[src/rtl/memctrl_pkg.sv]
// memctrl_pkg: shared types, lengths and FSM state encoding for the memory controller.
// Exports ADDR/INST/DATA types, TRUE/FALSE, LEN_* codes, state_t and len_bytes().
// No ports; imported by memctrl_if and memctrl.
package memctrl_pkg;

  localparam int MC_ADDR_W = 32;
  localparam int MC_DATA_W = 32;

  typedef logic [MC_ADDR_W-1:0] addr_t;
  typedef logic [MC_DATA_W-1:0] inst_t;
  typedef logic [MC_DATA_W-1:0] data_t;

  localparam logic TRUE  = 1'b1;
  localparam logic FALSE = 1'b0;

  localparam logic [1:0] LEN_BYTE = 2'd0;
  localparam logic [1:0] LEN_HALF = 2'd1;
  localparam logic [1:0] LEN_WORD = 2'd2;

  typedef enum logic [1:0] {
    IDLE     = 2'd0,
    IF_READ  = 2'd1,
    LS_READ  = 2'd2,
    LS_WRITE = 2'd3
  } state_t;

  // Number of RAM bytes for an LSB length code; the reserved code 3 moves a word.
  function automatic logic [2:0] len_bytes(input logic [1:0] len);
    case (len)
      LEN_BYTE: len_bytes = 3'd1;
      LEN_HALF: len_bytes = 3'd2;
      LEN_WORD: len_bytes = 3'd4;
      default:  len_bytes = 3'd4;
    endcase
  endfunction

endpackage

[src/rtl/memctrl_if.sv]
// memctrl_if: fetch request, LSB request and byte-wide RAM bus of the memory controller.
// Ports: none; slave modport is the controller's view, master is the requester/RAM side.
// Requests are level-held by the requesters; responses are one-cycle ready pulses.
interface memctrl_if;
  import memctrl_pkg::*;

  logic        if_to_mc_ready;
  addr_t       if_to_mc_PC;
  logic        mc_to_if_ready;
  inst_t       mc_to_if_inst;

  logic        lsb_to_mc_ready;
  logic        lsb_to_mc_wr;
  logic [1:0]  lsb_to_mc_len;
  addr_t       lsb_to_mc_addr;
  data_t       lsb_to_mc_data;
  logic        mc_to_lsb_ready;
  data_t       mc_to_lsb_data;

  logic [7:0]  mem_din;
  logic [7:0]  mem_dout;
  addr_t       mem_a;
  logic        mem_wr;

  modport slave (
    input  if_to_mc_ready, if_to_mc_PC,
    input  lsb_to_mc_ready, lsb_to_mc_wr, lsb_to_mc_len, lsb_to_mc_addr, lsb_to_mc_data,
    input  mem_din,
    output mc_to_if_ready, mc_to_if_inst,
    output mc_to_lsb_ready, mc_to_lsb_data,
    output mem_dout, mem_a, mem_wr
  );

  modport master (
    output if_to_mc_ready, if_to_mc_PC,
    output lsb_to_mc_ready, lsb_to_mc_wr, lsb_to_mc_len, lsb_to_mc_addr, lsb_to_mc_data,
    output mem_din,
    input  mc_to_if_ready, mc_to_if_inst,
    input  mc_to_lsb_ready, mc_to_lsb_data,
    input  mem_dout, mem_a, mem_wr
  );

endinterface

[src/rtl/memctrl.sv]
// memctrl: arbitrates fetch vs LSB (LSB wins) and serialises each access onto a byte-wide sync RAM.
// Ports: clk_in, rst_in (async high), rdy_in (global hold), clr_in (flush), io_buffer_full; bus = memctrl_if.slave.
// Latency: read N+1 cycles after accept (word fetch 5), write N cycles; requests held until the ready pulse.
// Optional macro MEMCTRL_IO_STALL_EN: writes to addr[17:16]==2'b11 hold their current byte while io_buffer_full.
module memctrl
  import memctrl_pkg::*;
#(
  parameter int ADDR_W = MC_ADDR_W,
  parameter int DATA_W = MC_DATA_W
) (
  input  logic     clk_in,
  input  logic     rst_in,
  input  logic     rdy_in,
  input  logic     clr_in,
  input  logic     io_buffer_full,
  memctrl_if.slave bus
);

  state_t            state_q, state_nx;
  logic [2:0]        cnt_q, cnt_nx, len_q, len_nx;
  logic [ADDR_W-1:0] addr_q, addr_nx, mem_a_q, mem_a_nx;
  logic [DATA_W-1:0] wdat_q, wdat_nx, buf_q, buf_nx;
  logic [DATA_W-1:0] inst_q, inst_nx, ldat_q, ldat_nx;
  logic [7:0]        dout_q, dout_nx;
  logic              wr_q, wr_nx, if_rdy_q, if_rdy_nx, lsb_rdy_q, lsb_rdy_nx;
  logic              stall;
  logic [2:0]        nxt;
  logic [1:0]        sidx;
  logic [DATA_W-1:0] smp;

`ifdef MEMCTRL_IO_STALL_EN
  assign stall = (state_q == LS_WRITE) && (addr_q[17:16] == 2'b11) && io_buffer_full;
`else
  logic unused_io;
  assign unused_io = io_buffer_full;
  assign stall     = 1'b0;
`endif

  // cnt counts edges since accept; the byte arriving on mem_din belongs to cnt-1
  // because the RAM adds one cycle of registered read latency.
  assign nxt  = cnt_q + 3'd1;
  assign sidx = cnt_q[1:0] - 2'd1;

  always_comb begin
    smp = buf_q;
    smp[8*sidx +: 8] = bus.mem_din;
  end

  always_comb begin
    state_nx   = state_q;
    cnt_nx     = cnt_q;
    len_nx     = len_q;
    addr_nx    = addr_q;
    wdat_nx    = wdat_q;
    buf_nx     = buf_q;
    mem_a_nx   = mem_a_q;
    dout_nx    = dout_q;
    wr_nx      = wr_q;
    inst_nx    = inst_q;
    ldat_nx    = ldat_q;
    if_rdy_nx  = FALSE;
    lsb_rdy_nx = FALSE;

    case (state_q)
      IDLE: begin
        wr_nx = FALSE;
        // A ready pulse still on the bus means the requester has not yet seen it;
        // accepting now would re-serve its stale request.
        if (!clr_in && !if_rdy_q && !lsb_rdy_q) begin
          if (bus.lsb_to_mc_ready) begin
            state_nx = bus.lsb_to_mc_wr ? LS_WRITE : LS_READ;
            len_nx   = len_bytes(bus.lsb_to_mc_len);
            addr_nx  = bus.lsb_to_mc_addr;
            wdat_nx  = bus.lsb_to_mc_data;
            mem_a_nx = bus.lsb_to_mc_addr;
            dout_nx  = bus.lsb_to_mc_data[7:0];
            wr_nx    = bus.lsb_to_mc_wr;
            cnt_nx   = 3'd0;
            buf_nx   = '0;
          end else if (bus.if_to_mc_ready) begin
            state_nx = IF_READ;
            len_nx   = 3'd4;
            addr_nx  = bus.if_to_mc_PC;
            mem_a_nx = bus.if_to_mc_PC;
            cnt_nx   = 3'd0;
            buf_nx   = '0;
          end
        end
      end

      IF_READ, LS_READ: begin
        if (clr_in) begin
          state_nx = IDLE;
          cnt_nx   = 3'd0;
        end else if (cnt_q == len_q) begin
          state_nx = IDLE;
          cnt_nx   = 3'd0;
          if (state_q == IF_READ) begin
            if_rdy_nx = TRUE;
            inst_nx   = smp;
          end else begin
            lsb_rdy_nx = TRUE;
            ldat_nx    = smp;
          end
        end else begin
          cnt_nx = nxt;
          if (cnt_q != 3'd0) buf_nx = smp;
          if (nxt < len_q) mem_a_nx = addr_q + ADDR_W'(nxt);
        end
      end

      LS_WRITE: begin
        // A write in flight always finishes its bytes; a flush only hides the done pulse.
        if (!stall) begin
          if (nxt < len_q) begin
            cnt_nx   = nxt;
            mem_a_nx = addr_q + ADDR_W'(nxt);
            dout_nx  = wdat_q[8*nxt[1:0] +: 8];
            wr_nx    = TRUE;
          end else begin
            state_nx   = IDLE;
            cnt_nx     = 3'd0;
            wr_nx      = FALSE;
            lsb_rdy_nx = !clr_in;
          end
        end
      end

      default: state_nx = IDLE;
    endcase
  end

  always_ff @(posedge clk_in or posedge rst_in) begin
    if (rst_in) begin
      state_q   <= IDLE;
      cnt_q     <= '0;
      len_q     <= '0;
      addr_q    <= '0;
      wdat_q    <= '0;
      buf_q     <= '0;
      mem_a_q   <= '0;
      dout_q    <= '0;
      wr_q      <= 1'b0;
      inst_q    <= '0;
      ldat_q    <= '0;
      if_rdy_q  <= 1'b0;
      lsb_rdy_q <= 1'b0;
    end else if (rdy_in) begin
      state_q   <= state_nx;
      cnt_q     <= cnt_nx;
      len_q     <= len_nx;
      addr_q    <= addr_nx;
      wdat_q    <= wdat_nx;
      buf_q     <= buf_nx;
      mem_a_q   <= mem_a_nx;
      dout_q    <= dout_nx;
      wr_q      <= wr_nx;
      inst_q    <= inst_nx;
      ldat_q    <= ldat_nx;
      if_rdy_q  <= if_rdy_nx;
      lsb_rdy_q <= lsb_rdy_nx;
    end
  end

  assign bus.mem_a           = mem_a_q;
  assign bus.mem_dout        = dout_q;
  assign bus.mem_wr          = wr_q & ~stall;
  assign bus.mc_to_if_ready  = if_rdy_q;
  assign bus.mc_to_if_inst   = inst_q;
  assign bus.mc_to_lsb_ready = lsb_rdy_q;
  assign bus.mc_to_lsb_data  = ldat_q;

endmodule

[src/flat_wrapper.sv]
// flat-port wrapper written by rule: the top's interface ports become plain ports
module memctrl_flat import memctrl_pkg::*;
#(
  parameter int ADDR_W = MC_ADDR_W,
  parameter int DATA_W = MC_DATA_W
)
  (clk_in, rst_in, rdy_in, clr_in, io_buffer_full, bus_if_to_mc_ready, bus_if_to_mc_PC, bus_lsb_to_mc_ready, bus_lsb_to_mc_wr, bus_lsb_to_mc_len, bus_lsb_to_mc_addr, bus_lsb_to_mc_data, bus_mem_din, bus_mc_to_if_ready, bus_mc_to_if_inst, bus_mc_to_lsb_ready, bus_mc_to_lsb_data, bus_mem_dout, bus_mem_a, bus_mem_wr);
  memctrl_if bus_i ();
  input  logic clk_in;
  input  logic rst_in;
  input  logic rdy_in;
  input  logic clr_in;
  input  logic io_buffer_full;
  input wire logic [$bits(bus_i.if_to_mc_ready)-1:0] bus_if_to_mc_ready;
  input wire logic [$bits(bus_i.if_to_mc_PC)-1:0] bus_if_to_mc_PC;
  input wire logic [$bits(bus_i.lsb_to_mc_ready)-1:0] bus_lsb_to_mc_ready;
  input wire logic [$bits(bus_i.lsb_to_mc_wr)-1:0] bus_lsb_to_mc_wr;
  input wire logic [$bits(bus_i.lsb_to_mc_len)-1:0] bus_lsb_to_mc_len;
  input wire logic [$bits(bus_i.lsb_to_mc_addr)-1:0] bus_lsb_to_mc_addr;
  input wire logic [$bits(bus_i.lsb_to_mc_data)-1:0] bus_lsb_to_mc_data;
  input wire logic [$bits(bus_i.mem_din)-1:0] bus_mem_din;
  output wire logic [$bits(bus_i.mc_to_if_ready)-1:0] bus_mc_to_if_ready;
  output wire logic [$bits(bus_i.mc_to_if_inst)-1:0] bus_mc_to_if_inst;
  output wire logic [$bits(bus_i.mc_to_lsb_ready)-1:0] bus_mc_to_lsb_ready;
  output wire logic [$bits(bus_i.mc_to_lsb_data)-1:0] bus_mc_to_lsb_data;
  output wire logic [$bits(bus_i.mem_dout)-1:0] bus_mem_dout;
  output wire logic [$bits(bus_i.mem_a)-1:0] bus_mem_a;
  output wire logic [$bits(bus_i.mem_wr)-1:0] bus_mem_wr;
  assign bus_i.if_to_mc_ready = bus_if_to_mc_ready;
  assign bus_i.if_to_mc_PC = bus_if_to_mc_PC;
  assign bus_i.lsb_to_mc_ready = bus_lsb_to_mc_ready;
  assign bus_i.lsb_to_mc_wr = bus_lsb_to_mc_wr;
  assign bus_i.lsb_to_mc_len = bus_lsb_to_mc_len;
  assign bus_i.lsb_to_mc_addr = bus_lsb_to_mc_addr;
  assign bus_i.lsb_to_mc_data = bus_lsb_to_mc_data;
  assign bus_i.mem_din = bus_mem_din;
  assign bus_mc_to_if_ready = bus_i.mc_to_if_ready;
  assign bus_mc_to_if_inst = bus_i.mc_to_if_inst;
  assign bus_mc_to_lsb_ready = bus_i.mc_to_lsb_ready;
  assign bus_mc_to_lsb_data = bus_i.mc_to_lsb_data;
  assign bus_mem_dout = bus_i.mem_dout;
  assign bus_mem_a = bus_i.mem_a;
  assign bus_mem_wr = bus_i.mem_wr;
  memctrl #(.ADDR_W(ADDR_W), .DATA_W(DATA_W)) u_core (.clk_in(clk_in), .rst_in(rst_in), .rdy_in(rdy_in), .clr_in(clr_in), .io_buffer_full(io_buffer_full), .bus(bus_i));
endmodule
[config.mk]
export PLATFORM = sky130hd
export DESIGN_NAME = memctrl_flat
export DESIGN_NICKNAME = d
export VERILOG_FILES = /design/src/rtl/memctrl_pkg.sv /design/src/rtl/memctrl_if.sv /design/src/rtl/memctrl.sv /design/src/flat_wrapper.sv
export SDC_FILE = /design/constraint.sdc
export NUM_CORES = 1
export LEC_CHECK = 0
export BUFFER_PORTS_ARGS = -buffer_cell sky130_fd_sc_hd__buf_2
export CORE_MARGIN = 2
export CORE_UTILIZATION = 45
export CTS_BUF_LIST = sky130_fd_sc_hd__clkbuf_2 sky130_fd_sc_hd__clkbuf_4 sky130_fd_sc_hd__clkbuf_8
export CTS_CLUSTER_DIAMETER = 120
export DETAILED_ROUTE_END_ITERATION = 10
export PLACE_DENSITY = 0.76
export SYNTH_ARGS = -nofsm -noshare
export SYNTH_HDL_FRONTEND = slang
export SYNTH_SLANG_ARGS = --single-unit
[constraint.sdc]
create_clock -name clk_in -period 12 [get_ports clk_in]
set_input_delay 0.6 -clock clk_in [delete_from_list [all_inputs] [get_ports clk_in]]
set_output_delay 0.6 -clock clk_in [all_outputs]
set_load 0.01 [all_outputs]
==> flow_summary.ini <==
[outcome]
outcome = finished, final reports clean

[sta]
maxSlewViolCount = 0
min_period_ps = 3680
grt_setup_unrepaired = false
setup_viol = 0
setup_tns_ps = 0
finalHoldViolations = 0
relSlewSlack_pct = 18.2
fmax_mhz = 272
timing.final.crit_share_pct = 30.7
clock_skew_ps = 26.1
tightest_slew_ps = 1220

[yosys]
synth-main-ff-cell = dfrtp_1
yosys-mux-area-fraction_pct = 14.7
synth_compound_area_share_pct = 13.9
syn_nets = 1056
synth_seq_cells = 211
ys.warnings.count = 0
synth_simple_gate_area_share_pct = 11.5
synth_xor_area_share_pct = 2.14
syn_inst = 925
synth_area_per_cell_um2 = 11.1
synth_edf_count = 0
ys_seq_area_share_pct = 51.6
synthAdderAreaFrac_pct = 2.15
synth.distinct_cells = 62
syn_area_um2 = 10200
synth_top_family_by_area = multiplexers
async_flop_share_pct = 100

[clocking]
post-cts-setup-buffers = 0
cts_buffer_depth = 3
clk_latency_ps = 510
cts_made_buffers = 36
h-tree-depth = 2
cts_hold_buf = 0
root_buffer = clkbuf_8
clk_pin_slew_ps = 60
post_cts_resized = 0
clock_sinks = 211
cts_tree = built

[worst_setup_path]
setup.worst_path.end = u_core.bus.mem_a[23]
worstPathRequired_ps = 12380
worst-path-stages = 9
crit_type = reg2reg
ff2ff_setup_slack_ps = 8320
max_stage_delay_ps = 570
worst_path_dominant_cell_family = compound AO/OA/AOI/OAI gates
r2r_start = u_core.cnt_q[0]
worstSetupEndpointType = flop
startpoint_type = flop
reg2reg_to = u_core.bus.mem_a[23]
worstSetupStartpoint = u_core.cnt_q[0]
crit_slowest_cell = a211o_1
crit_buf_inv = 1
crit_arrival_ps = 4060
path_cells = buf_4 -> ha_1 -> xor2_1 -> ha_1 -> a21oi_2 -> a211o_1 -> o31a_1 -> o31a_1 -> mux2_2
reg2reg_depth = 9
cp_max_fo = 18

[floorplan]
die_y_um = 155
placementRows = 55
ios = 221
initial_core_util_pct = 45.5
core_area_um2 = 22500
die-area_um2 = 24000
dieWidth_um = 155

[grt]
antenna_found_initial = 4
grt-ovfl-total = 0
use_met3_pct = 5.04
grt_max_degree = 137
use_met2_pct = 33.7
track_usage_pct = 21.1
grt_pass1_vias = 7819
grtUsageMet1_pct = 28.8
grt.busiest_layer = met2
grt_pass1_wl_mm = 40.7

[final_layout]
final_core_util_pct = 54.0
fillers = 1982
drive_gt1_share_pct = 34.7
fin_nets = 1263
syn_to_final_growth_pct = 18.9
layout_commonest_cell = buf_2
mostFrequentLayoutCells = buf_2 (219), dfrtp_1 (211), a21oi_1 (89)

[detailed_routing]
drc = 0
drtIter0Drc = 481
post_drt_wl_per_cell_um = 17.5
drtPass1Iterations = 5
routed_wl_mm = 25.1
ant_nets = 0
viasPerCell = 5.49
via_count = 7881

[pwr]
pwr_density_cell_nw_per_um2 = 228
worst_ir_drop_vdd_uv = 104
p_leak_nw = 5.72

[job]
cap_violations = 0

[hold_path]
min_path_type = in2async

[place]
gp_congestion = 0.841
hpwl_mm = 17.0
io_buffers = 219
-- metal layers --
layer	up-vias	wire length [um]	part of all wire, %
li1	3742	-	-
met1	3828	11000	44
met2	263	11900	48
met3	44	1590	6.3
met4	4	489	1.9
met5	-	25	0.10
-- cells in the mapped netlist, types with 4 or more instances --
library cell,count,area share (%)
dfrtp_1,211,52
a21oi_1,89,4.4
mux2_2,87,9.6
nand2_1,59,2.2
nor2_1,58,2.1
o21ai_0,42,2.1
inv_1,38,1.4
nor2b_1,35,2.1
mux2i_1,34,3.3
a22o_1,32,2.7
clkbuf_1,22,0.81
buf_2,16,0.78
ha_1,16,2.0
xnor2_1,16,1.4
buf_1,15,0.55
nand4_1,14,0.86
o221ai_1,12,1.0
nand3_1,11,0.54
nor3_1,11,0.54
nor4_1,9,0.55
xor2_1,9,0.77
mux4_2,8,1.8
and4_1,6,0.51
o31a_1,6,0.51
o2111ai_1,5,0.43
and2_1,4,0.24
o21ai_2,4,0.34
-- logic make-up after synthesis --
kind of cell / Yosys count
muxes: 129
AOI/OAI and AO/OA: 219
buffers and inverters: 99
xor gates and xnor gates: 25
and+or+nand+nor: 225
adders and majority gates: 17
DFF: 211
-- state kept, by name, indices dropped and copies added (netlist names), 8 cells and up --
name                       flops
u_core.bus.mc_to_lsb_data     32
u_core.addr_q                 32
u_core.bus.mem_a              32
u_core.bus.mem_dout            8
u_core.wdat_q                 32
u_core.buf_q                  32
u_core.bus.mc_to_if_inst      32
-- power by group --
group	internal, mW	leakage (nW)	switching (mW)
sequential	0.967	2.66	0.168
clock	0.340	0.353	0.271
combinational	0.474	2.71	0.553
total	1.78	5.72	0.993
-- worst min path at each step --
stage	startpoint	to	slack (ps)	cells past startpoint
4_1_cts	bus_lsb_to_mc_len[0]	u_core.len_q[0]	270	2
3_3_place_gp	u_core.bus.mc_to_if_inst[0]	u_core.bus.mc_to_if_inst[0]	450	2
6_report	rst_in	u_core.bus.mc_to_if_inst[18]	280	2
5_1_grt	bus_lsb_to_mc_len[0]	u_core.len_q[0]	300	2
3_5_place_dp	u_core.bus.mc_to_if_inst[26]	u_core.bus.mc_to_if_inst[26]	470	2
2_1_floorplan	u_core.buf_q[0]	u_core.buf_q[0]	460	1
-- cell type report --
class / instances / area (um^2) / share of cell area [%]
repair buffers: 228 / 1160 / 9.57
diodes: 2 / 5.00 / 0.0412
multi-input cells: 615 / 4540 / 37.4
clock buffers: 54 / 649 / 5.34
flip-flops and latches: 211 / 5280 / 43.4
inverters: 40 / 158 / 1.30
well taps: 285 / 357 / 2.93
clock inverters: 1 / 5.00 / 0.0412
-- stage by stage --
step | std cells | hold slack (ps) | area [um^2] | total power, mW | setup WS, ps
6_report | 1436 | 278 | 12200 | 2.77 | 8320
2_1_floorplan | 925 | 458 | 10200 | 1.84 | 5630
3_3_place_gp | 1379 | 455 | 11500 | 2.13 | 8370
3_5_place_dp | 1379 | 467 | 11500 | 2.17 | 8310
5_1_grt | 1435 | 298 | 12200 | 2.97 | 8100
4_1_cts | 1434 | 269 | 12200 | 2.80 | 8270
Note: power is estimated with default switching activity, not from simulation.
